$ cat src/rtl/serial_pkg.sv
// serial_pkg: shared state encodings and line levels for the serial transmitter.
// Parity support is enabled by defining SERIAL_TX_PARITY_EN.
package serial_pkg;

  localparam logic [2:0] ST_IDLE   = 3'd0;
  localparam logic [2:0] ST_START  = 3'd1;
  localparam logic [2:0] ST_DATA   = 3'd2;
  localparam logic [2:0] ST_PARITY = 3'd3;
  localparam logic [2:0] ST_STOP   = 3'd4;

  localparam logic LINE_IDLE = 1'b1;
  localparam logic START_BIT = 1'b0;
  localparam logic STOP_BIT  = 1'b1;

  typedef enum logic [2:0] {
    IDLE   = ST_IDLE,
    START  = ST_START,
    DATA   = ST_DATA,
    PARITY = ST_PARITY,
    STOP   = ST_STOP
  } state_t;

endpackage

$ cat src/rtl/serial_tx_baud_tick.sv
// baud_tick: bit-period counter, ticks on the last clock of each period.
// Macro SERIAL_TX_PARITY_EN does not affect this module.
module baud_tick #(
  parameter int CLKS_PER_BIT = 4
) (
  input  logic clk,
  input  logic rst,
  input  logic clr,
  input  logic en,
  output logic tick
);

  localparam int CW = (CLKS_PER_BIT > 1) ? $clog2(CLKS_PER_BIT) : 1;
  localparam logic [CW-1:0] LAST = CW'(CLKS_PER_BIT - 1);

  logic [CW-1:0] cnt;

  assign tick = en && (cnt == LAST);

  always_ff @(posedge clk) begin
    if (rst || clr) begin
      cnt <= '0;
    end else if (en) begin
      cnt <= tick ? '0 : cnt + CW'(1);
    end
  end

endmodule

$ cat src/rtl/serial_tx.sv
// serial_tx: LSB-first framed transmitter, start bit 0, stop bit 1.
// Define SERIAL_TX_PARITY_EN to insert an even parity bit before stop.
module serial_tx
  import serial_pkg::*;
#(
  parameter int DATA_W       = 8,
  parameter int CLKS_PER_BIT = 4
) (
  input  logic              clk,
  input  logic              rst,
  input  logic              start,
  input  logic [DATA_W-1:0] data_in,
  output logic              ready,
  output logic              done,
  output logic              q
);

  localparam int BW = $clog2(DATA_W + 1);
  localparam logic [BW-1:0] LAST_BIT = BW'(DATA_W - 1);

  state_t            state;
  logic [DATA_W-1:0] shreg;
  logic [DATA_W-1:0] shifted;
  logic [BW-1:0]     bitcnt;
  logic              tick;
  logic              accept;
`ifdef SERIAL_TX_PARITY_EN
  logic              par;
`endif

  assign accept  = (state == IDLE) && start && !rst;
  assign shifted = shreg >> 1;

  baud_tick #(
    .CLKS_PER_BIT(CLKS_PER_BIT)
  ) u_tick (
    .clk (clk),
    .rst (rst),
    .clr (accept),
    .en  (state != IDLE),
    .tick(tick)
  );

  always_ff @(posedge clk) begin
    if (rst) begin
      state  <= IDLE;
      shreg  <= '0;
      bitcnt <= '0;
      q      <= LINE_IDLE;
      ready  <= 1'b1;
      done   <= 1'b0;
`ifdef SERIAL_TX_PARITY_EN
      par    <= 1'b0;
`endif
    end else begin
      done <= 1'b0;
      unique case (state)
        IDLE: begin
          if (start) begin
            shreg  <= data_in;
            bitcnt <= '0;
            state  <= START;
            q      <= START_BIT;
            ready  <= 1'b0;
`ifdef SERIAL_TX_PARITY_EN
            par    <= ^data_in;
`endif
          end
        end
        START: begin
          if (tick) begin
            state <= DATA;
            q     <= shreg[0];
          end
        end
        DATA: begin
          if (tick) begin
            shreg  <= shifted;
            bitcnt <= bitcnt + BW'(1);
            if (bitcnt == LAST_BIT) begin
              bitcnt <= '0;
`ifdef SERIAL_TX_PARITY_EN
              state  <= PARITY;
              q      <= par;
`else
              state  <= STOP;
              q      <= STOP_BIT;
`endif
            end else begin
              q <= shifted[0];
            end
          end
        end
`ifdef SERIAL_TX_PARITY_EN
        PARITY: begin
          if (tick) begin
            state <= STOP;
            q     <= STOP_BIT;
          end
        end
`endif
        STOP: begin
          if (tick) begin
            state <= IDLE;
            q     <= LINE_IDLE;
            ready <= 1'b1;
            done  <= 1'b1;
          end
        end
        default: begin
          state <= IDLE;
          q     <= LINE_IDLE;
          ready <= 1'b1;
        end
      endcase
    end
  end

endmodule

$ cat config.mk
export PLATFORM = sky130hd
export DESIGN_NAME = serial_tx
export DESIGN_NICKNAME = d
export VERILOG_FILES = /design/src/rtl/serial_pkg.sv /design/src/rtl/serial_tx_baud_tick.sv /design/src/rtl/serial_tx.sv
export SDC_FILE = /design/constraint.sdc
export NUM_CORES = 1
export LEC_CHECK = 0
export BUFFER_PORTS_ARGS = -buffer_cell sky130_fd_sc_hd__buf_2
export CORE_MARGIN = 4
export CORE_UTILIZATION = 30
export CTS_CLUSTER_SIZE = 24
export DETAILED_ROUTE_END_ITERATION = 12
export GPL_ROUTABILITY_DRIVEN = 1
export PLACE_DENSITY = 0.56
export SLEW_MARGIN = 20
export SYNTH_ARGS = -nofsm -noshare
export SYNTH_HDL_FRONTEND = slang
export SYNTH_SLANG_ARGS = --single-unit
export TNS_END_PERCENT = 100
$ cat constraint.sdc
create_clock -name clk -period 1.6 [get_ports clk]
set_input_delay 0.24 -clock clk [delete_from_list [all_inputs] [get_ports clk]]
set_output_delay 0.24 -clock clk [all_outputs]
set_load 0.01 [all_outputs]
---- Word-level counts from Yosys, hierarchy flattened ----
Index checks and enable logic that the tools add are counted.
W data, S select, Z words.
storage, ports and cells
  bits in latches ......................... 0
  output and inout bits ................... 3
  memories kept ........................... 0
  ROM bits ................................ 0
  bits in writable memories ............... 0
  word-level logic and storage cells ...... 57
  register bits ........................... 20
operators by class
  equality and inequality tests ........... 10
  bitwise gates (word level) .............. 2
  reductions and logical operators ........ 14
  multipliers ............................. 0
  magnitude comparators ................... 0
  add/sub/neg operators ................... 2
  muxes and demuxes ....................... 22
  div/mod/pow operators ................... 0
  shifts and indexed selects .............. 0
operator list
  cell                   count
  $mux W8                2
  $pmux W8 S2            1
  $mux W3                5
  $mux W4                3
  $pmux W3 S4            1
  $pmux W4 S2            1
  $mux W1                6
  $ne A2 B1 Y1 const B   3
  $reduce_and A3 Y1      2
  $reduce_and A5 Y1      1
  $add A4 B1 Y4 const B  1
  $eq A4 B3 Y1 const B   1
  $ne A2 B2 Y1 const B   2
  $pmux W1 S4            1
  $reduce_and A4 Y1      1
  $reduce_or A2 Y1       2
  $eq A3 B1 Y1 const B   1
  $eq A3 B2 Y1 const B   1
  $eq A3 B3 Y1 const B   1
  $logic_and A1 B1 Y1    3
  $logic_not A3 Y1       1
  $pmux W1 S3            1
  $reduce_bool A3 Y1     1
  $add A2 B1 Y2 const B  1
  6 further kinds        7

---- Longest topological paths before layout ----
  depth in word-level cells ............... 4
  gate-level depth with buffers ........... 7
  gate-level depth less buffers ........... 5

---- Cells and area by module ----
A second synthesis with hierarchy kept.
second synthesis, totals
  cells, all modules ...................... 126
  area total of the unflattened synthesis .. 1074.8 sq um
by module, submodules not included
  module     area an instance (sq um)  instances  cells each
  serial_tx  973.4                     1          117
  baud_tick  101.3                     1          9

---- Worst setup path before layout ----
No wires, ideal clock.
  path kind ............................... reg-to-reg
  start ................................... register u_tick.cnt[0]
  end ..................................... register state[1]
  stages on the path, launching flop included .. 7
  data required time ...................... 1.529 ns
  buffers on the path ..................... 1
  clock period less this slack ............ 1.475 ns
  path slack .............................. 0.125 ns
  arrival time ............................ 1.405 ns
  path through ............................ dfxtp_1 -> ha_1 -> clkbuf_2 -> nor4b_1 -> a211oi_1 -> nand2b_1 -> a21oi_1
on the way
  cells in the longest elaborated chain, start to end .. 4
  elaborated cells on any way between the ends .. 6
RTL lines
  what                           RTL line                   RTL
  start, declared                serial_tx_baud_tick.sv:16  logic [CW-1:0] cnt;
  start signal, assigned         serial_tx_baud_tick.sv:24  cnt <= tick ? '0 : cnt + CW'(1);
  $eq A2 B2 Y1 *                 serial_tx_baud_tick.sv:18  assign tick = en && (cnt == LAST);
  $logic_and A1 B1 Y1 *          serial_tx_baud_tick.sv:18
  $ne A2 B1 Y1 (no line)         --
  $reduce_and A5 Y1 (no line) *  --
  end signal, assigned           serial_tx.sv:46            state <= IDLE;
  end signal, assigned           serial_tx.sv:62            state <= START;
  end signal, assigned           serial_tx.sv:72            state <= DATA;
  end, declared                  serial_tx.sv:21            state_t state;
Mark *: on every way between the ends. The rest lies on a longest branch, timed or not.
A chain may end at the register's enable or synchronous reset.

---- Worst setup path in the final report ----
  start ................................... register u_tick.cnt[0]
  end ..................................... register shreg[1]
on the way
  cells in the longest elaborated chain, start to end .. 4
RTL lines
  what                         RTL line                   RTL
  $eq A2 B2 Y1                 serial_tx_baud_tick.sv:18
  $logic_and A1 B1 Y1          serial_tx_baud_tick.sv:18
  $ne A2 B1 Y1 (no line)       --
  $reduce_and A3 Y1 (no line)  --
  end signal, assigned         serial_tx.sv:60            shreg <= data_in;
  end signal, assigned         serial_tx.sv:78            shreg <= shifted;
  end, declared                serial_tx.sv:22            logic [DATA_W-1:0] shreg;
No other way between the ends.

==> flow_summary_export.csv <==
group,metric,value,unit
outcome,status,"finished, final reports clean",
grt,grtUsageTotal,10.4,%
routing,ant_nets,0,
placed_design,dp_slack,0.0695,ns
logic_synthesis,synthAdderAreaFrac,2.55,%
finish,regArea,403,um2
flow_run,drv_cap,0,
grt,grt_pass1_vias,797,
finish,diodes,0,
setup_path,worst-path-buf-inv,1,
logic_synthesis,synth_top_family_by_area,"simple AND/OR/NAND/NOR gates",
setup_path,critPathKind,"reg -> reg",
setup_path,endpoint_kind,"register",
grt,top_usage_layer,"met2",
sta,tns,0,ns
setup_path,critPathLaunchType,"register",
setup_path,cp_cell_sequence,"ha_1, mux2i_2, nor3_4, buf_12, nor2_1, a311oi_1",
min_path,hp-class,"in -> reg",
clock_network,clock_latency,0.30,ns
finish,layout.nets,148,
grt,grt_overflow_total,0,
clock_network,cts_num_sinks,20,
routing,vias,880,
grt,grt_pass1_wl,3500,um
logic_synthesis,yosys.area_share.xor_xnor,0,%
routing,wirelength,2040,um
setup_path,cp_top_family,"flip-flops",
clock_network,cts_root_buffer,"clkbuf_4",
finish,post-route-cell-area,1170,um2
placed_design,placed_cells,174,
setup_path,required,1.81,ns
grt,antenna_found_initial,0,
clock_network,cts_tree,"built",
placed_design,io_buffer_count,13,
clock_network,cts_buffers,3,
logic_synthesis,ys_seq_elements,20,
sta,setup_viol,0,
sta,slew_headroom,73.7,%
die,floorplan.initialDensity,31.8,%
logic_synthesis,synth.area.mux_share,1.02,%
power_and_ir_drop,pwr_density_cell,926,nW/um2
finish,final_cells,178,
sta,skew,0.00155,ns
routing,avgViaCountPerCell,4.94,
routing,drc,0,
die,die_h,65.1,um
grt,use_met1,14.0,%
grt,grt_use_met2,16.5,%
sta,period_share,95.3,%
finish,drive_gt1_share,26.1,%
logic_synthesis,avgSynthCellArea,8.30,um2
finish,areaGrowthSynthToFinish,19.9,%
finish,multi_input_area,539,um2
placed_design,place_hpwl,1430,um
clock_network,cts_buffer_depth,2,
logic_synthesis,synth_warnings,0,
grt,grt_max_degree,22,
setup_path,slowest_stage,"dfxtp_1",
die,dieWidth,65.1,um
sta,holdWs,0.198,ns
logic_synthesis,synthesis.nets,131,
logic_synthesis,post_synth_and_or_nand_nor_area_fraction,32.4,%
clock_network,clk_pin_slew_worst_paths,0.11,ns
setup_path,slowest_delay,0.38,ns
power_and_ir_drop,p_leak,0.459,nW
logic_synthesis,ys_seq_area_share,40.9,%
logic_synthesis,syn_inst,118,
die,num_io_pins,14,
routing,wl_per_cell,11.4,um
logic_synthesis,ys_types,34,
setup_path,cp_max_fo,18,
placed_design,dpl_cell_area,1110,um2
sta,fmax,0.656,GHz
setup_path,worstPathArrival,1.74,ns
power_and_ir_drop,ir_worst_vdd,347,uV
finish,layout_common_cells,"nand2_1 (19), dfxtp_1 (18), nor2_1 (14), buf_2 (13)",
sta,setup_ws,0.0747,ns
routing,dr.pass1.iters,4,
sta,post-route-min-period,1.53,ns
die,core,3080,um2
die,dieArea,4240,um2
sta,report.final.slew_viol_count,0,
grt,use_met3,2.22,%
routing,drt_iter0_drc,31,
sta,worst_pin_slew,0.395,ns
placed_design,gp_congestion,0.813,
logic_synthesis,synth-compound-area-share,16.9,%
clock_network,cts_max_level,1,
logic_synthesis,syn-cell-area,980,um2
finish,fill_cells,307,
finish,layout_commonest_cell,"nand2_1",
sta,finalHoldViolations,0,
clock_network,post-cts-setup-buffers,0,
die,rows,20,
-- Yosys cell counts, drive strengths merged --
cell type  instances  share of area, %
clkbuf             3               1.3
nor3               7               4.7
nand2b             2               1.3
nor3b              2               1.5
nand2             19               7.3
nor2              16               6.6
a311oi             7               6.3
inv                1              0.38
o21ai              4               2.0
a32oi              1              0.89
nor4b              2               1.8
o41ai              1              0.89
and3b              1              0.89
or3b               1              0.89
nor2b              2               1.3
nand3              4               2.0
nor4               1              0.64
ha                 2               2.6
a211oi             1              0.77
mux2i              1               1.0
nand3b             1              0.77
a21oi              4               2.0
nand4b             1              0.89
o21a               1              0.77
buf                6               4.6
and2               1              0.77
a31oi              5               3.2
dfxtp             20                41
and4b              1               1.0
-- per-stage QoR --
step / power, mW / util, %
after detailed placement: 0.801 / 36.2
final: 1.09 / 38.2
after global placement: 0.794 / 36.2
after global routing: 1.15 / 38.2
after floorplan: 0.734 / -
after CTS: 1.10 / 37.4
-- worst reg2reg max path, delay by kind of cell, from the launching register on --
family                     cells  cell delay [ns]
DFF                            1             0.38
buffers and inverters          1             0.17
AOI/OAI and AO/OA              1             0.24
muxes                          1             0.15
adders and majority gates      1             0.28
and+or+nand+nor                2             0.23
-- per-layer routing --
metal  routed length [um]  up-vias
li1                     -      459
met1                 1020      402
met3                   63        4
met5                    0        -
met2                  929       15
met4                   28        0
-- repair_timing --
action,in CTS,in global routing
setup endpoints to repair,0,7
resized for setup,0,6
hold buffers,0,0
-- sequential cells by signal (all words and copies together) (netlist names) --
| name | cells |
|---|---|
| bitcnt | 4 |
| u_tick.cnt | 2 |
| ready | 1 |
| q | 1 |
| state | 3 |
| shreg | 8 |
| done | 1 |
-- cell type report --
| class | instances | area share (%) |
|---|---|---|
| multi-input cells | 88 | 45.9 |
| flip-flops and latches | 20 | 34.3 |
| repair buffers | 21 | 11.7 |
| well taps | 44 | 4.69 |
| clock buffers | 4 | 3.09 |
| inverters | 1 | 0.319 |
-- worst paths after layout --
path,start,endpoint,slack [ns],cells past startpoint
max,u_tick.cnt[0]$_SDFFE_PP0P_,shreg[1]$_SDFFE_PP0P_,0.07,6
min,data_in[3],shreg[3]$_SDFFE_PP0P_,0.20,3
max reg2reg,u_tick.cnt[0]$_SDFFE_PP0P_,shreg[1]$_SDFFE_PP0P_,0.07,6
min reg2reg,ready$_SDFFE_PP1P_,ready$_SDFFE_PP1P_,0.47,2
-- report_power, final --
group          leakage [nW]  internal [mW]  switching, mW
logic                 0.273          0.106          0.114
clock network        0.0210          0.139          0.151
registers             0.165          0.540         0.0376
total                 0.459          0.785          0.303
-- cells by family (layout without fill, tap and decap cells) --
group	Yosys count	in the layout
adder cells (fa/ha/maj)	2	2
AO/OA/AOI/OAI	24	24
AND/OR/NAND/NOR	61	61
flip-flops	20	20
multiplexers	1	1
buffers and inverters	10	26
(Power assumes the default switching activity.)
